$ cat src/rtl/phase_extract_pkg.sv
// Shared types and helpers for the phase-extraction datapath.
// Contents:
//   seq_state_t     - run sequencer state encoding
//   sample_t        - signed antenna sample (SAMPLE_W bits)
//   bin_addr_t      - FFT frame buffer / bin address (BIN_ADDR_W bits)
//   frame_len()     - frame length for a given FFT depth
//   run_idx_width() - width of a run index covering 0..runs-1
package phase_extract_pkg;

    localparam int unsigned SAMPLE_W   = 14;
    localparam int unsigned BIN_ADDR_W = 11;

    typedef logic signed [SAMPLE_W-1:0] sample_t;
    typedef logic [BIN_ADDR_W-1:0]      bin_addr_t;

    typedef enum logic [2:0] {
        IDLE,
        CAPTURE,
        KICK,
        FFT_WAIT,
        NEXT,
        FINISH
    } seq_state_t;

    function automatic int unsigned frame_len(input int unsigned depth);
        return 32'd1 << depth;
    endfunction

    function automatic int unsigned run_idx_width(input int unsigned runs);
        return $clog2(runs + 1);
    endfunction

endpackage

$ cat src/rtl/frame_addr_counter.sv
// Frame address counter shared by the capture and FFT readout paths.
// Ports:
//   clk, reset_n - clock, synchronous active-low reset
//   en           - advance the count by one
//   clr          - return the count to zero (wins over en)
//   count        - current address
//   wrap_c       - combinational: high when en is set on the last address
module frame_addr_counter #(
    parameter int unsigned WIDTH = 11
) (
    input  logic             clk,
    input  logic             reset_n,
    input  logic             en,
    input  logic             clr,
    output logic [WIDTH-1:0] count,
    output logic             wrap_c
);

    assign wrap_c = en && (count == {WIDTH{1'b1}});

    // Natural binary wrap takes the last address back to 0.
    always_ff @(posedge clk) begin
        if (!reset_n || clr) begin
            count <= '0;
        end else if (en) begin
            count <= count + WIDTH'(1);
        end
    end

endmodule

$ cat src/rtl/fft_run_sequencer.sv
// Sequences RUNS frames of capture -> FFT start -> FFT completion.
// Optional feature: define PHASE_EXTRACT_FFT_TIMEOUT_EN to abandon a frame
// (error set, no done) after TIMEOUT_CYCLES cycles in FFT_WAIT.
// Ports:
//   clk, reset_n            - clock, synchronous active-low reset
//   start, abort            - measurement request / cancel strobes
//   sample_valid/data       - synchronised antenna sample strobe and value
//   buf_wr_en/addr/data     - frame buffer write port (registered)
//   fft_start, fft_done     - FFT core handshake pulses
//   run_idx, busy, done     - status to control logic (registered)
//   error                   - sticky overrun/timeout flag, cleared by start
module fft_run_sequencer
    import phase_extract_pkg::*;
#(
    parameter int unsigned SINK_WIDTH     = 14,
    parameter int unsigned FFT_DEPTH      = 11,
    parameter int unsigned RUNS           = 3,
    parameter int unsigned TIMEOUT_CYCLES = 65535
) (
    input  logic                            clk,
    input  logic                            reset_n,
    input  logic                            start,
    input  logic                            abort,
    input  logic                            sample_valid,
    input  logic [SINK_WIDTH-1:0]           sample_data,
    output logic                            buf_wr_en,
    output logic [FFT_DEPTH-1:0]            buf_wr_addr,
    output logic [SINK_WIDTH-1:0]           buf_wr_data,
    output logic                            fft_start,
    input  logic                            fft_done,
    output logic [run_idx_width(RUNS)-1:0]  run_idx,
    output logic                            busy,
    output logic                            done,
    output logic                            error
);

    localparam int unsigned RUN_W = run_idx_width(RUNS);

    if (RUNS < 1) begin : g_runs_check
        $error("fft_run_sequencer: RUNS must be at least 1");
    end
    if (TIMEOUT_CYCLES < 1) begin : g_timeout_check
        $error("fft_run_sequencer: TIMEOUT_CYCLES must be at least 1");
    end

    seq_state_t           state, state_d;
    logic [RUN_W-1:0]     run_idx_d;
    logic                 error_d, busy_d, done_d, fft_start_d;
    logic                 start_take_c, wr_take_c, overrun_c, timeout_c, wrap_c;
    logic [FFT_DEPTH-1:0] count;

    // A write happens only for a strobe in CAPTURE that is not cancelled.
    assign wr_take_c = (state == CAPTURE) && sample_valid && !abort;
    assign overrun_c = sample_valid && !abort &&
                       ((state == KICK) || (state == FFT_WAIT) ||
                        (state == NEXT) || (state == FINISH));

    frame_addr_counter #(
        .WIDTH (FFT_DEPTH)
    ) u_addr_cnt (
        .clk     (clk),
        .reset_n (reset_n),
        .en      (wr_take_c),
        .clr     (start_take_c | abort),
        .count   (count),
        .wrap_c  (wrap_c)
    );

`ifdef PHASE_EXTRACT_FFT_TIMEOUT_EN
    localparam int unsigned TMR_W = $clog2(TIMEOUT_CYCLES + 1);
    logic [TMR_W-1:0] tmr;

    // Counts cycles spent in FFT_WAIT; zero on every entry.
    always_ff @(posedge clk) begin
        if (!reset_n || (state != FFT_WAIT)) begin
            tmr <= '0;
        end else begin
            tmr <= tmr + TMR_W'(1);
        end
    end

    assign timeout_c = (tmr == TMR_W'(TIMEOUT_CYCLES - 1));
`else
    assign timeout_c = 1'b0;
`endif

    // Next-state and next-output decode; abort overrides every transition.
    always_comb begin
        state_d      = state;
        run_idx_d    = run_idx;
        error_d      = error;
        start_take_c = 1'b0;
        if (abort) begin
            state_d = IDLE;
        end else begin
            case (state)
                IDLE: begin
                    if (start) begin
                        state_d      = CAPTURE;
                        start_take_c = 1'b1;
                        error_d      = 1'b0;
                        run_idx_d    = '0;
                    end
                end
                CAPTURE: begin
                    if (wrap_c) state_d = KICK;
                end
                KICK: state_d = FFT_WAIT;
                FFT_WAIT: begin
                    if (fft_done) begin
                        state_d = NEXT;
                    end else if (timeout_c) begin
                        state_d = IDLE;
                        error_d = 1'b1;
                    end
                end
                NEXT: begin
                    if (run_idx == RUN_W'(RUNS - 1)) begin
                        state_d = FINISH;
                    end else begin
                        state_d   = CAPTURE;
                        run_idx_d = run_idx + RUN_W'(1);
                    end
                end
                FINISH:  state_d = IDLE;
                default: state_d = IDLE;
            endcase
            if (overrun_c) error_d = 1'b1;
        end
        busy_d      = (state_d != IDLE);
        done_d      = (state_d == FINISH);
        fft_start_d = (state_d == KICK);
    end

    // State register.
    always_ff @(posedge clk) begin
        if (!reset_n) begin
            state <= IDLE;
        end else begin
            state <= state_d;
        end
    end

    // Registered outputs, aligned with the state they describe.
    always_ff @(posedge clk) begin
        if (!reset_n) begin
            buf_wr_en   <= 1'b0;
            buf_wr_addr <= '0;
            buf_wr_data <= '0;
            fft_start   <= 1'b0;
            run_idx     <= '0;
            busy        <= 1'b0;
            done        <= 1'b0;
            error       <= 1'b0;
        end else begin
            buf_wr_en <= wr_take_c;
            if (wr_take_c) begin
                buf_wr_addr <= count;
                buf_wr_data <= sample_data;
            end
            fft_start <= fft_start_d;
            run_idx   <= run_idx_d;
            busy      <= busy_d;
            done      <= done_d;
            error     <= error_d;
        end
    end

endmodule

$ cat config.mk
export PLATFORM = sky130hd
export DESIGN_NAME = fft_run_sequencer
export DESIGN_NICKNAME = d
export VERILOG_FILES = /design/src/rtl/phase_extract_pkg.sv /design/src/rtl/frame_addr_counter.sv /design/src/rtl/fft_run_sequencer.sv
export SDC_FILE = /design/constraint.sdc
export NUM_CORES = 1
export LEC_CHECK = 0
export CORE_AREA = 2 2 83 85
export CTS_BUF_LIST = sky130_fd_sc_hd__clkbuf_4
export DETAILED_ROUTE_END_ITERATION = 6
export DIE_AREA = 0 0 85 87
export PLACE_DENSITY = 0.56
export SYNTH_ARGS = -nofsm -noshare
export SYNTH_HDL_FRONTEND = slang
export SYNTH_SLANG_ARGS = --single-unit
$ cat constraint.sdc
create_clock -name clk -period 2.3 [get_ports clk]
set_input_delay 0.46 -clock clk [delete_from_list [all_inputs] [get_ports clk]]
set_output_delay 0.46 -clock clk [all_outputs]
set_load 0.02 [all_outputs]
==> metrics.md <==
| Metric | Value |
|---|---|
| Post-Place Cell Area | ~2500 um^2 |
| CTS buffer count | 5 |
| Flop pwr share | 62.5% |
| Vias in the first global route | 1570 |
| GR Util All Layers | between 10 and 15% |
| Synth warn | 0 |
| Post-cts gate resize count | 0 |
| CP Class | flip-flop to flip-flop |
| Unrepaired setup endpoints after global routing | false |
| Yosys reg bits | 46 |
| DRT antenna net count | 0 |
| Initial antenna violation count | 0 |
| Sw frac | 23.5% |
| Largest family of logic cells by synthesized area | simple AND/OR/NAND/NOR gates |
| Routed Wire Length | 4340 um |
| Clock Pin Slew Worst Setup and Hold Paths | 0.13 ns |
| Synth top area share | between 40% and 50% |
| XOR/XNOR Fraction of Synth Area | 4.16% |
| Post-synth cell types | 37 |
| Logic pwr share | 8.0% |
| Setup Fix Bufs, Post-CTS | 0 |
| Worst skew pair latency | between 0.3 and 0.4 ns |
| Crit path required time | 2.56 ns |
| Arrival @ worst endpoint | about 2.2 ns |
| Worst slew margin | between 70% and 80% |
| CTS tree | built |
| Top-count cell post-synth | nand2_1 |
| Internal power | 0.000986 W |
| Clock sinks | 46 |
| Starting DRT DRC Count | 49 |
| Syn Std Cell Area | 1900 um^2 |
| Root buf cell | clkbuf_4 |
| Post-DP HPWL | roughly 3000 um |
| Final setup TNS | 0 ns |
| First-pass GRT wire length | 7330 um |
| DIE AREA | 7400 um^2 |
| Hold WC Path Type | flip-flop to flip-flop |
| Worst slew pin tran | 0.375 ns |
| Worst r2r path cells | 4 |
| Drt wl/cell | 12.3 um |
| Max Cap Violations | 0 |
| PortBufs | 51 |
| Die Y | 87 um |
| Power density over the cells | approximately 500 nW/um^2 |
| Total number of vias | 1613 |
| Fin crit period | ~2.0 ns |
| Synth area leaders | dfxtp_1, nand2_1, a21boi_0 |
| VDD IR-drop max | 243 uV |
| Diode count | 0 |
| Post-synthesis instance total | 218 |
| Top cells by count, synth | nand2_1, dfxtp_1, a21boi_0 |
| Final Cycle Share | 84.8% |
| Share of cells above drive strength 1 | under 10% |
| H-tree Lvls | 2 |
| Routability congestion estimate | 0.818 |
| Vias/cell | 4.56 |
| Syn-to-layout area delta | 35.1% |
| Simple-gate share of the synthesized area | 26.5% |
| Max Slew Vio Count | 0 |
| Mean Syn Cell Area | roughly 8.7 um^2 |
| Die W | 85 um |
| Endpoints failing setup | 0 |
| FFs w/ async S/R, synth | 0% |
| Initial core utilization | 28.9% |
| Status | finished clean |
| Post-synthesis mux area share | less than 1% |
| Hold Crit Depth | 2 |
| FMAX | about 500 MHz |
| Skew final | 0.0112 ns |
| Initial DRT Pass Iterations | 4 |
| GRT Residual Overflow | 0 |
| Compound-cell area share of the yosys netlist | 15.4% |
| Seq/Total Area, Yosys | 48.6% |
| Final core utilization | between 30 and 40% |
| Post-layout nets | 295 |
| CTS Hold Bufs | 0 |
| DRC | 0 |
| # rows | 30 |
| Largest net degree at the start of global routing | 30 |
| Crit path launch type | flip-flop |
| Core area | 6570 um^2 |
| Count of final hold-check violations | 0 |
| Cell taking the most area after synthesis | dfxtp_1 |
| Post-synth top flop | dfxtp_1 |
| Crit path capture type | flip-flop |
| EDFF count, synth | 0 |
| Clk pwr share | between 20% and 30% |
| Post-Synth Adder-Cell Area | 1.32% |
| # IOs | 52 |
| Largest fanout on the critical path | 9 |
| Post-synth net total | 240 |
| Leakage | approximately 0.82 nW |
| Final instance area | approximately 2600 um^2 |
| Clk buf depth | 2 |
| Psw | 0.000303 W |
## cells in the final DEF (no fill, tap or decap), types with 2 or more instances in the layout
cell	n
nor2_1	13
nor4_1	4
clkdlybuf4s50_1	51
nor3_1	3
dfxtp_1	46
ha_1	2
inv_1	2
nand4_1	3
nor2b_1	5
a21oi_1	5
nand3_1	6
clkbuf_4	6
buf_4	8
o21bai_1	2
a21boi_0	27
nand2b_1	4
xnor2_1	8
nand2_1	58
## logic make-up (layout without fill, tap and decap cells)
| family | after synthesis | count (layout) |
|---|---|---|
| buffers and inverters | 13 | 69 |
| XOR/XNOR | 9 | 9 |
| flip-flops | 46 | 46 |
| multiplexers | 1 | 1 |
| adder cells (fa/ha/maj) | 2 | 2 |
| AO/OA/AOI/OAI | 40 | 40 |
| AND/OR/NAND/NOR | 107 | 107 |
## flip-flops by register name, indices dropped and copies added (netlist names)
signal	cells
fft_start	1
buf_wr_addr	11
u_addr_cnt.count	11
busy	1
run_idx	2
error	1
done	1
buf_wr_en	1
buf_wr_data	14
state	3
## critical path, stage by stage, from the launching register on
cell,delay (ns)
dfxtp_1,0.43
or3b_1,0.54
or4_4,0.61
a22oi_2,0.22
nor2b_1,0.06
## layer usage
metal / track usage, % / part of all wire (%)
met5: 0 / 0
met2: 21.7 / 49
met1: 14.8 / 44
met4: 5.48 / 2.4
met3: 2.84 / 4.1
## path summary, 6_finish.rpt
path,slack [ns],startpoint,end
worst max-delay path,0.35,state[0],done
worst min-delay path,0.47,buf_wr_addr[2],buf_wr_addr[2]
worst max register to register,0.35,state[0],done
worst min register to register,0.47,buf_wr_addr[2],buf_wr_addr[2]
## final cells by class
type | instances | area, um^2
fillers | 670 | 4010
inverters | 2 | 7.51
well taps | 80 | 100
multi-input cells | 159 | 908
clock buffers | 6 | 45.0
clock inverters | 2 | 8.76
flip-flops and latches | 46 | 921
repair buffers | 59 | 571
## power groups by stage
| stage | sequential, W | combinational [W] | clock [W] |
|---|---|---|---|
| after CTS | 0.000806 | 0.000105 | 0.000401 |
| after floorplan | 0.000829 | 0.0000410 | 0 |
| after global placement | 0.000823 | 0.000104 | 0 |
| after global routing | 0.000807 | 0.000113 | 0.000433 |
| after detailed placement | 0.000823 | 0.000104 | 0 |
| final | 0.000805 | 0.000103 | 0.000381 |
## through the flow
step | setup WS (ns) | hold slack (ns) | total power [W] | cells
floorplan | 0.484 | 0.459 | 0.000870 | 218
global placement | 0.258 | 0.449 | 0.000927 | 346
detailed placement | 0.216 | 0.456 | 0.000928 | 346
CTS | 0.336 | 0.475 | 0.00131 | 354
global route | 0.270 | 0.498 | 0.00135 | 354
finish | 0.349 | 0.469 | 0.00129 | 354
Power figures use the tool's default switching activity.
